==> src/rtl/slicevm_pkg.sv <==
// rtl/slicevm_pkg.sv - shared width defaults and saturating adder for slicevm_acc
package slicevm_pkg;

  localparam int DWIDTH_D  = 8;
  localparam int CWIDTH_D  = 9;
  localparam int AWIDTH_D  = 32;
  localparam int NCH_D     = 2;
  localparam int WINCOLS_D = 8;
  localparam int WINROWS_D = 4;
  localparam int WPI_D     = 40;

  typedef struct packed {
    logic [63:0] sum;
    logic        clamp;
  } sat_res_t;

  // Adds two sign-extended operands; when sat is set the result is clamped to
  // the signed w-bit range, otherwise the caller truncates and the sum wraps.
  function automatic sat_res_t sat_add(input logic signed [63:0] a,
                                       input logic signed [63:0] b,
                                       input int w, input logic sat);
    logic signed [63:0] s;
    logic signed [63:0] hi;
    logic signed [63:0] lo;
    sat_res_t r;
    s  = a + b;
    hi = (64'sd1 <<< (w - 1)) - 64'sd1;
    lo = -hi - 64'sd1;
    r.sum   = s;
    r.clamp = 1'b0;
    if (sat && (s > hi)) begin
      r.sum   = hi;
      r.clamp = 1'b1;
    end else if (sat && (s < lo)) begin
      r.sum   = lo;
      r.clamp = 1'b1;
    end
    return r;
  endfunction

endpackage

==> src/rtl/slicevm_acc_if.sv <==
// rtl/slicevm_acc_if.sv - pixel stream, bias and score bundle of slicevm_acc
interface slicevm_acc_if #(
  parameter int DWIDTH = 8,
  parameter int CWIDTH = 9,
  parameter int AWIDTH = 32,
  parameter int NCH    = 2
);
  logic                    dvi;
  logic [DWIDTH-1:0]       data;
  logic [NCH*CWIDTH-1:0]   svcoeff;
  logic                    newblock;
  logic                    download;
  logic [NCH*AWIDTH-1:0]   bias;
  logic [NCH*AWIDTH-1:0]   score;
  logic                    score_valid;
  logic [NCH-1:0]          msb;
  logic [NCH-1:0]          ovf;

  modport master (output dvi, data, svcoeff, newblock, download, bias,
                  input  score, score_valid, msb, ovf);
  modport slave  (input  dvi, data, svcoeff, newblock, download, bias,
                  output score, score_valid, msb, ovf);
endinterface

==> src/rtl/slicevm_linebuf.sv <==
// rtl/slicevm_linebuf.sv - circular partial-sum line buffer, sync write, registered read-old
module slicevm_linebuf #(
  parameter int WPI   = 40,
  parameter int WIDTH = 64,
  localparam int PTRW = (WPI > 1) ? $clog2(WPI) : 1
) (
  input  logic             clk,
  input  logic             we,
  input  logic [PTRW-1:0]  wr_addr,
  input  logic [WIDTH-1:0] wr_data,
  input  logic [PTRW-1:0]  rd_addr,
  output logic [WIDTH-1:0] rd_data
);
  logic [WIDTH-1:0] mem [WPI];

  // Block-RAM style port: a same-edge write to rd_addr is not seen by this read.
  always_ff @(posedge clk) begin
    if (we) mem[wr_addr] <= wr_data;
    rd_data <= mem[rd_addr];
  end
endmodule

==> src/rtl/slicevm_acc.sv <==
// rtl/slicevm_acc.sv - sliding-window MAC with line-carried partial sums; SLICEVM_ACC_SAT_EN enables saturation
module slicevm_acc
  import slicevm_pkg::*;
#(
  parameter int DWIDTH  = DWIDTH_D,
  parameter int CWIDTH  = CWIDTH_D,
  parameter int AWIDTH  = AWIDTH_D,
  parameter int NCH     = NCH_D,
  parameter int WINCOLS = WINCOLS_D,
  parameter int WINROWS = WINROWS_D,
  parameter int WPI     = WPI_D
) (
  input logic          clk,
  input logic          reset,
  slicevm_acc_if.slave bus
);
  localparam int PW   = CWIDTH + DWIDTH + 1;
  localparam int PTRW = (WPI > 1) ? $clog2(WPI) : 1;
  localparam int BCW  = (WINCOLS > 1) ? $clog2(WINCOLS) : 1;
  localparam int RCW  = (WINROWS > 1) ? $clog2(WINROWS) : 1;
`ifdef SLICEVM_ACC_SAT_EN
  localparam logic SAT_EN = 1'b1;
`else
  localparam logic SAT_EN = 1'b0;
`endif

  logic [BCW-1:0]  blockcount;
  logic [RCW-1:0]  rowcount;
  logic [PTRW-1:0] ptr;
  logic            first_pend;

  logic                   s1_valid, s1_first, s1_last, s1_final;
  logic [PTRW-1:0]        s1_ptr;
  logic signed [PW-1:0]   s1_p [NCH];
  logic                   s1_byp;
  logic [NCH*AWIDTH-1:0]  s1_byp_data;
  logic signed [AWIDTH-1:0] acc [NCH];

  logic [NCH*AWIDTH-1:0]  score_r;
  logic                   score_valid_r;
  logic [NCH-1:0]         msb_r, ovf_r;

  logic signed [PW-1:0]     prod [NCH];
  logic signed [AWIDTH-1:0] acc_new [NCH];
  logic signed [AWIDTH-1:0] score_new [NCH];
  logic [NCH-1:0]           clamp;
  logic [NCH*AWIDTH-1:0]    acc_new_flat, rd_data, rd_sel;
  logic                     lb_we, last, final_row, ptr_wrap, blk_wrap;
  logic [PTRW-1:0]          lb_waddr, ptr_nxt;
  logic [NCH*AWIDTH-1:0]    lb_wdata;

  assign blk_wrap  = (blockcount == BCW'(WINCOLS - 1));
  assign last      = bus.dvi & bus.newblock & blk_wrap;
  assign final_row = (rowcount == RCW'(WINROWS - 1));
  assign ptr_wrap  = (ptr == PTRW'(WPI - 1));
  assign ptr_nxt   = ptr_wrap ? '0 : ptr + 1'b1;

  // Download owns the write port; otherwise a completing window stores its
  // partial sum, or zero on the final row so the entry starts the next window clean.
  assign lb_we    = bus.download | (s1_valid & s1_last);
  assign lb_waddr = bus.download ? ptr : s1_ptr;
  assign lb_wdata = (bus.download | s1_final) ? '0 : acc_new_flat;

  slicevm_linebuf #(.WPI(WPI), .WIDTH(NCH*AWIDTH)) u_linebuf (
    .clk     (clk),
    .we      (lb_we),
    .wr_addr (lb_waddr),
    .wr_data (lb_wdata),
    .rd_addr (ptr),
    .rd_data (rd_data)
  );

  // Products, accumulate/bias adders and the line-buffer bypass select.
  always_comb begin
    logic signed [AWIDTH-1:0] base;
    sat_res_t r_acc, r_sc;
    base = '0;
    r_acc = '0;
    r_sc = '0;
    clamp = '0;
    acc_new_flat = '0;
    rd_sel = s1_byp ? s1_byp_data : rd_data;
    for (int c = 0; c < NCH; c++) begin
      prod[c] = PW'($signed(bus.svcoeff[c*CWIDTH +: CWIDTH])) * PW'($signed({1'b0, bus.data}));
      base = s1_first ? $signed(rd_sel[c*AWIDTH +: AWIDTH]) : acc[c];
      r_acc = sat_add(64'(base), 64'(s1_p[c]), AWIDTH, SAT_EN);
      acc_new[c] = r_acc.sum[AWIDTH-1:0];
      r_sc = sat_add(64'(acc_new[c]), 64'($signed(bus.bias[c*AWIDTH +: AWIDTH])), AWIDTH, SAT_EN);
      score_new[c] = r_sc.sum[AWIDTH-1:0];
      clamp[c] = r_acc.clamp | (s1_last & s1_final & r_sc.clamp);
      acc_new_flat[c*AWIDTH +: AWIDTH] = acc_new[c];
    end
  end

  // Stage 0 tags the sample and steps the counters; stage 1 accumulates and scores.
  always_ff @(posedge clk or posedge reset) begin
    if (reset) begin
      blockcount <= '0; rowcount <= '0; ptr <= '0; first_pend <= 1'b1;
      s1_valid <= 1'b0; s1_first <= 1'b0; s1_last <= 1'b0; s1_final <= 1'b0;
      s1_ptr <= '0; s1_byp <= 1'b0; s1_byp_data <= '0;
      score_r <= '0; score_valid_r <= 1'b0; msb_r <= '0; ovf_r <= '0;
      for (int c = 0; c < NCH; c++) begin
        s1_p[c] <= '0;
        acc[c] <= '0;
      end
    end else if (bus.download) begin
      blockcount <= '0; rowcount <= '0; ptr <= ptr_nxt; first_pend <= 1'b1;
      s1_valid <= 1'b0; s1_byp <= 1'b0; score_valid_r <= 1'b0; ovf_r <= '0;
      for (int c = 0; c < NCH; c++) acc[c] <= '0;
    end else begin
      score_valid_r <= 1'b0;
      s1_valid <= bus.dvi;
      s1_byp <= lb_we && (lb_waddr == ptr);
      s1_byp_data <= lb_wdata;
      if (bus.dvi) begin
        for (int c = 0; c < NCH; c++) s1_p[c] <= prod[c];
        s1_first <= first_pend;
        s1_last <= last;
        s1_final <= final_row;
        s1_ptr <= ptr;
        first_pend <= last;
        if (bus.newblock) blockcount <= blk_wrap ? '0 : blockcount + 1'b1;
        if (last) begin
          ptr <= ptr_nxt;
          if (ptr_wrap) rowcount <= final_row ? '0 : rowcount + 1'b1;
        end
      end
      if (s1_valid) begin
        for (int c = 0; c < NCH; c++) acc[c] <= acc_new[c];
        ovf_r <= ovf_r | clamp;
        if (s1_last && s1_final) begin
          score_valid_r <= 1'b1;
          for (int c = 0; c < NCH; c++) begin
            score_r[c*AWIDTH +: AWIDTH] <= score_new[c];
            msb_r[c] <= !score_new[c][AWIDTH-1] && (score_new[c] != '0);
          end
        end
      end
    end
  end

  assign bus.score       = score_r;
  assign bus.score_valid = score_valid_r;
  assign bus.msb         = msb_r;
  assign bus.ovf         = ovf_r & {NCH{SAT_EN}};
endmodule

==> src/flat_wrapper.sv <==
// flat-port wrapper written by rule: the top's interface ports become plain ports
module slicevm_acc_flat import slicevm_pkg::*;
#(
  parameter int DWIDTH  = DWIDTH_D,
  parameter int CWIDTH  = CWIDTH_D,
  parameter int AWIDTH  = AWIDTH_D,
  parameter int NCH     = NCH_D,
  parameter int WINCOLS = WINCOLS_D,
  parameter int WINROWS = WINROWS_D,
  parameter int WPI     = WPI_D
)
  (clk, reset, bus_dvi, bus_data, bus_svcoeff, bus_newblock, bus_download, bus_bias, bus_score, bus_score_valid, bus_msb, bus_ovf);
  slicevm_acc_if #(.DWIDTH(DWIDTH), .CWIDTH(CWIDTH), .AWIDTH(AWIDTH), .NCH(NCH)) bus_i ();
  input logic clk;
  input logic reset;
  input wire logic [$bits(bus_i.dvi)-1:0] bus_dvi;
  input wire logic [$bits(bus_i.data)-1:0] bus_data;
  input wire logic [$bits(bus_i.svcoeff)-1:0] bus_svcoeff;
  input wire logic [$bits(bus_i.newblock)-1:0] bus_newblock;
  input wire logic [$bits(bus_i.download)-1:0] bus_download;
  input wire logic [$bits(bus_i.bias)-1:0] bus_bias;
  output wire logic [$bits(bus_i.score)-1:0] bus_score;
  output wire logic [$bits(bus_i.score_valid)-1:0] bus_score_valid;
  output wire logic [$bits(bus_i.msb)-1:0] bus_msb;
  output wire logic [$bits(bus_i.ovf)-1:0] bus_ovf;
  assign bus_i.dvi = bus_dvi;
  assign bus_i.data = bus_data;
  assign bus_i.svcoeff = bus_svcoeff;
  assign bus_i.newblock = bus_newblock;
  assign bus_i.download = bus_download;
  assign bus_i.bias = bus_bias;
  assign bus_score = bus_i.score;
  assign bus_score_valid = bus_i.score_valid;
  assign bus_msb = bus_i.msb;
  assign bus_ovf = bus_i.ovf;
  slicevm_acc #(.DWIDTH(DWIDTH), .CWIDTH(CWIDTH), .AWIDTH(AWIDTH), .NCH(NCH), .WINCOLS(WINCOLS), .WINROWS(WINROWS), .WPI(WPI)) u_core (.clk(clk), .reset(reset), .bus(bus_i));
endmodule
==> config.mk <==
export PLATFORM = sky130hd
export DESIGN_NAME = slicevm_acc_flat
export DESIGN_NICKNAME = d
export VERILOG_FILES = /design/src/rtl/slicevm_pkg.sv /design/src/rtl/slicevm_acc_if.sv /design/src/rtl/slicevm_linebuf.sv /design/src/rtl/slicevm_acc.sv /design/src/flat_wrapper.sv
export SDC_FILE = /design/constraint.sdc
export NUM_CORES = 2
export LEC_CHECK = 0
export CELL_PAD_IN_SITES_DETAIL_PLACEMENT = 1
export CELL_PAD_IN_SITES_GLOBAL_PLACEMENT = 1
export CORE_MARGIN = 5
export CORE_UTILIZATION = 45
export CTS_CLUSTER_DIAMETER = 120
export DETAILED_ROUTE_END_ITERATION = 16
export HOLD_SLACK_MARGIN = 0.05
export PLACE_DENSITY_LB_ADDON = 0.1
export SLEW_MARGIN = 20
export SYNTH_ARGS = -nofsm -noshare
export SYNTH_HDL_FRONTEND = slang
export SYNTH_SLANG_ARGS = --single-unit
==> constraint.sdc <==
create_clock -name clk -period 11 [get_ports clk]
set_input_delay 2.2 -clock clk [delete_from_list [all_inputs] [get_ports clk]]
set_output_delay 2.2 -clock clk [all_outputs]
set_load 0.03 [all_outputs]
# Word level (Yosys, flattened, before mapping)
# Memory sizes are Yosys's and may differ from the RTL's. A register that Yosys moved wholly into a read port is not among the register bits.
# Index checks and enable logic that the tools add are counted.
[word_totals]
regBits = 254
mem_bits_rw = 2560
output_inout_bits = 69
mem_count = 1
[classes]
n_addsub = 7
mul = 2
eq_ne = 4
mux = 29
bitwise = 6
reduce_logical = 18
[memory_table]
columns = ["memory", "words", "width", "read_ports", "rd_ports_with_merged_regs", "wr", "line", "text"]
rows = [
  ["u_core.u_linebuf.mem", 40, 64, 1, 1, 1, "slicevm_linebuf.sv:14", "logic [WIDTH-1:0] mem [WPI];"],
]
[op_table]
columns = ["op", "count"]
rows = [
  ["64-bit 2-to-1 mux", 4],
  ["32-bit by 18-bit adder with 32-bit output", 2],
  ["32-bit adder", 2],
  ["32-bit 2-to-1 mux", 2],
  ["32-bit nonzero test", 2],
  ["9-bit by 9-bit multiplier with 18-bit output", 2],
  ["6-bit 2-to-1 mux", 5],
  ["3-bit 2-to-1 mux", 4],
  ["2-bit 2-to-1 mux", 5],
  ["2-bit nonzero test", 5],
  ["1-bit 2-to-1 mux", 9],
  ["6-bit by 1-bit adder with 6-bit output (second input constant)", 1],
  ["6-bit == test", 1],
  ["6-bit == test (second input constant)", 1],
  ["2-bit AND reduction", 3],
  ["3-bit AND reduction", 2],
  ["1-bit logical AND", 4],
  ["3-bit by 1-bit adder with 3-bit output (second input constant)", 1],
  ["1-bit bitwise AND", 3],
  ["3-bit == test (second input constant)", 1],
  ["2-bit by 1-bit adder with 2-bit output (second input constant)", 1],
  ["2-bit == test (second input constant)", 1],
  ["1-bit logical NOT", 2],
  ["1-bit OR", 2],
  ["1-bit NOT", 1],
]

# Depth between registers and ports, before layout
[logic_depth]
word_depth = 6
depth_mapped = 27
mapped_depth_nobuf = 25

# By module
# From an unflattened synthesis, not the netlist that was laid out.
[hier_totals]
cells_unflattened = 6763
hier_area_um2 = 122029.5
[by_module_without_submodules]
columns = ["mod", "n_inst", "cells_each", "area_per_inst_um2", "seq_area_each_um2"]
rows = [
  ["slicevm_linebuf", 1, 4089, 98608.3, 78155.0],
  ["slicevm_acc", 1, 2674, 23421.2, 6357.3],
]

# Least setup slack after synthesis
# Ideal clock, no wire load.
[synth_path]
path_type = "input port to flip-flop"
from = "input bus_data[0]"
to = "register u_core.s1_p[15] in the netlist's numbering"
setup_ps = 125
arrival_time_ps = 6615
setup_slack_ps = 4261
stages = 22
path_buffers = 2
path_cell_list = "clkbuf_1 > clkbuf_1 > nand2_1 > fa_1 > fa_1 > inv_1 > ha_1 > inv_1 > fa_1 > inv_1 > ha_1 > a21o_1 > a21oi_1 > o21ai_0 > a21oi_1 > o21ai_0 > a21oi_1 > o21a_1 > o21bai_1 > a21oi_1 > xnor2_1 > mux2_2"
[synth_between]
elab_chain_len = 1
[synth_rtl]
columns = ["item", "line", "text"]
rows = [
  ["start: declaration", "flat_wrapper.sv:17", "input wire logic [$bits(bus_i.data)-1:0] bus_data;"],
  ["9-bit by 9-bit multiplier with 18-bit output", "slicevm_acc.sv:84", "prod[c] = PW'($signed(bus.svcoeff[c*CWIDTH +: CWIDTH])) * PW'($signed({1'b0, bus.data}));"],
  ["end signal: indexed assignment", "slicevm_acc.sv:103", "s1_p[c] <= '0;"],
  ["end: declaration", "slicevm_acc.sv:34", "logic signed [PW-1:0] s1_p [NCH];"],
]
# No other way between the ends.
# A chain may end at the register's enable or synchronous reset.

# Worst setup path after layout
[layout_path]
from = "register u_core.s1_byp"
to = "register u_core.msb_r[0], in the netlist u_core.bus.msb[0]"
[layout_between]
elab_chain_len = 6
elab_cells_between_ends = 7
classes_between = "2 x add/sub; 2 x mux; 3 x reduce/logical"
[layout_rtl]
columns = ["item", "line", "text"]
rows = [
  ["start: declaration", "slicevm_acc.sv:35", "logic s1_byp;"],
  ["start signal: assignment", "slicevm_acc.sv:113", "s1_byp <= lb_we && (lb_waddr == ptr);"],
  ["64-bit 2-to-1 mux *", "slicevm_acc.sv:82", "rd_sel = s1_byp ? s1_byp_data : rd_data;"],
  ["32-bit 2-to-1 mux *", "slicevm_acc.sv:85", "base = s1_first ? $signed(rd_sel[c*AWIDTH +: AWIDTH]) : acc[c];"],
  ["32-bit by 18-bit adder with 32-bit output *", "slicevm_pkg.sv:26", "s = a + b;"],
  ["32-bit adder *", "slicevm_pkg.sv:26", ""],
  ["32-bit nonzero test or 1-bit logical NOT (tied branches)", "slicevm_acc.sv:135", "msb_r[c] <= !score_new[c][AWIDTH-1] && (score_new[c] != '0);"],
  ["1-bit logical AND *", "slicevm_acc.sv:135", ""],
  ["end signal: indexed assignment", "slicevm_acc.sv:135", ""],
  ["end: declaration", "slicevm_acc.sv:41", "logic [NCH-1:0] msb_r, ovf_r;"],
]
# Mark *: on every way between the ends. The rest lies on a longest branch, timed or not.

==> metrics.md <==
| Metric | Value |
|---|---|
| Total track usage | 23.6% |
| Main combinational cell family by area after synthesis | multiplexers |
| Req. time, crit path | 11.73 ns |
| Synth-to-Final Area Change | 13.7% |
| Largest net degree at the start of global routing | approximately 110 |
| Post-synth EDFFs | 2560 |
| Xor/xnor share of the synthesized area | 1.10% |
| Port Buf Inserts | 161 |
| Slew @ Worst Pin | ~1.1 ns |
| Pins Over Slew Limit | 0 |
| H-tree levels | 5 |
| CP Capture Type | flop |
| CP peak stage delay | 0.80 ns |
| Fin. Hold Viols | 0 |
| Critical R2R Capture | u_core.bus.msb[0] |
| Die width | 530 µm |
| Simple-gate share of the synthesized area | roughly 3.7% |
| Top-area cell type share of the netlist area | 63.3% |
| Synth Register Bits | around 2900 |
| Post-synth ARST share | roughly 9% |
| Clock Sinks | 2878 |
| Reg-to-reg slack, setup | approximately 3.9 ns |
| Mapped cell area | approximately 120000 µm² |
| Top-count cell post-synth | edfxtp_1 |
| Post-Synth Adder-Cell Area | ~4.2% |
| Initial Util | 45.3% |
| Unrepaired setup endpoints after global routing | no |
| Max rail drop VDD | ~0.17 mV |
| Area after DPL | 128000 µm² |
| CP Max Fanout | 33 |
| Post-CTS setup buffer count | 0 |
| Post-synthesis mux area share | 15.8% |
| Placed wire-length estimate | 193 mm |
| Synth area leaders | edfxtp_1 63%, mux4_2 14%, dfrtp_1 5.2%, ha_1 2.2%, fa_1 2.0% |
| Buf+Inv Stages, Crit Path | 1 |
| Crit path launch type | flop |
| Final setup viols | 0 |
| Worst r2r src | u_core.s1_byp |
| Routability cong. | 0.808 |
| Synth cell types | 91 |
| Design area | 138000 µm² |
| 1st-iter DRT viols | 5805 |
| # resized after CTS | 0 |
| Vias per cell | 5.94 |
| Worst Setup EP | u_core.bus.msb[0] |
| CP delay by family, top | compound AO/OA/AOI/OAI gates |
| Overall Power | 40.2 mW |
| DR DRC count | 0 |
| Worst Min Path Start | u_core.s1_byp_data[7] |
| Io pins | 164 |
| Pwr per Cell Area | ~290 nW/µm² |
| Post-Route WL | about 330 mm |
| Antenna violations before repair | 19 |
| Ys Warns | 0 |
| P_leak | approximately 47 nW |
| Total die area | about 280000 µm² |
| Status | complete, no violations |
| Worst Hold Class | reg -> reg |
| Hold slack | 0.475 ns |
| Setup TNS Final | 0 ns |
| Worst path depth | 25 |
| Final non-filler cell total | 10700 |
| Vias in the first global route | 67300 |
| Worst Setup SP | u_core.s1_byp |
| Critical Path AT | between 7 and 8 ns |
| Vias | 63400 |
| Grt total ovfl | 0 |
| Post-synth top area cell | edfxtp_1 |
| CORE AREA | 268000 µm² |
| CTS Buf Count | approximately 310 |
| Synth Area in Compound Gates | 3.95% |
| # fillers | between 20000 and 25000 |
| Post-Synthesis Cells | 6561 |
| Nets | roughly 7300 |
| Avg Cell Area, Syn | 18.5 µm² |
| Longest Clk Path Bufs | 4 |
| Slowest-stage cell, CP | dfrtp_4 |
| Peak Freq | 142 MHz |
| Crit path time final | 7.06 ns |
| CTS clk-pin slew, worst paths | 0.06 ns |
| # rows | 190 |
| CTS tree | yes |
| Worst Setup Path Type | reg -> reg |
| ANT nets after route | 0 |
| Layout cell share with drive strength beyond 1 | 20.9% |
| Initial DRT Pass Iterations | 8 |
| Sequential fraction of the synthesis area | 69.5% |
| Tcrit/Tclk final | 64.2% |
| Clock Latency Late Sink | around 0.87 ns |
| Worst relative slew slack | 23.3% |
| Clock Tree Root | clkbuf_16 |
| Cell depth of the worst flop-to-flop path | 25 |
| Cells after DPL | ~10000 |
| First-pass GRT wire length | 484 mm |
| Routed wire length per instance | about 31 µm |
| Total of max-cap violations | 0 |
| Synth top cells by count | 2560 x edfxtp_1, 768 x mux4_2, 292 x nand2_1 |
| Setup Skew | 0.0483 ns |
| Die H | 530 µm |
| Top_reg_cell synth | edfxtp_1 |
| Cts hold-fix bufs | 0 |
[per-stage QoR]
stage	worst slack [ns]	util (%)
floorplan	1.82	-
global placement	3.35	47.8
detailed placement	3.34	47.8
CTS	3.79	51.5
global route	3.42	51.5
finish	3.94	51.5
[sequential cells by signal, summed over array words and instances (netlist names)]
register	cells
u_core.blockcount	3
u_core.acc	64
u_core.s1_ptr	6
u_core.bus.score_valid	1
u_core.s1_last	1
u_core.first_pend	1
u_core.rowcount	2
u_core.u_linebuf.rd_data	64
u_core.bus.score	64
u_core.s1_first	1
u_core.bus.msb	2
u_core.s1_valid	1
u_core.s1_p	36
u_core.u_linebuf.mem	2560
u_core.s1_final	1
u_core.s1_byp	1
u_core.s1_byp_data	64
u_core.ptr	6
[worst reg2reg max path: cells and delay by family (launching register included)]
kind                       cells  cell delay [ns]
adders and majority gates      3             1.15
DFF                            1             0.80
muxes                          1             0.33
and+or+nand+nor                3             0.40
AOI/OAI and AO/OA             15             3.30
buffers and inverters          1             0.27
xor gates and xnor gates       2             0.71
[cells in the final DEF (no fill, tap or decap), drive strengths merged, types with 184 or more instances in the layout]
cell    netlist  routed
edfxtp     2560    2560
mux4        768     768
clkbuf      229     392
nand2       292     292
nor2        259     259
a21oi       255     255
dfrtp       253     253
inv         231     240
ha          210     210
mux2i       184     184
[worst min-delay path by stage]
stage,to,slack [ns],cells past startpoint
3_3_place_gp,u_core.s1_byp_data[47],0.46,1
5_1_grt,u_core.s1_byp_data[2],0.48,1
3_5_place_dp,u_core.s1_byp_data[2],0.47,1
2_1_floorplan,u_core.s1_p[0],0.45,2
4_1_cts,u_core.s1_byp_data[2],0.48,1
6_report,u_core.s1_byp_data[7],0.47,1
[power breakdown]
group	leakage (nW)	switching [mW]	internal, mW
Combinational	15.2	9.46	5.18
Clock	4.83	4.24	5.99
Sequential	27.3	0.490	14.9
Total	47.3	14.2	26.0
[cells by family (layout without fill, tap and decap cells)]
group | Yosys count | after routing
AOI/OAI and AO/OA | 752 | 752
xor gates and xnor gates | 149 | 149
adders and majority gates | 334 | 334
buffers and inverters | 546 | 1116
DFF | 2878 | 2878
muxes | 956 | 956
other | 1 | 6
and+or+nand+nor | 945 | 945
[layout make-up]
class,instances,area [µm²],area share [%]
clock buffers,392,8360,6.05
diodes,4,10.0,0.00724
well taps,3552,4440,3.22
inverters,232,886,0.641
flip-flops and latches,2878,84500,61.2
clock inverters,160,1490,1.07
repair buffers,332,3090,2.24
multi-input cells,3138,35300,25.6
[routing by layer]
| layer | up-vias | GRT usage, % | routed length, µm |
|---|---|---|---|
| li1 | 26700 | - | - |
| met1 | 34300 | 33.9 | 143000 |
| met2 | 2023 | 38.9 | 161000 |
| met3 | 404 | 3.56 | 21000 |
| met4 | 4 | 4.81 | 5880 |
| met5 | - | 0 | 30 |
Power figures use the tool's default switching activity.
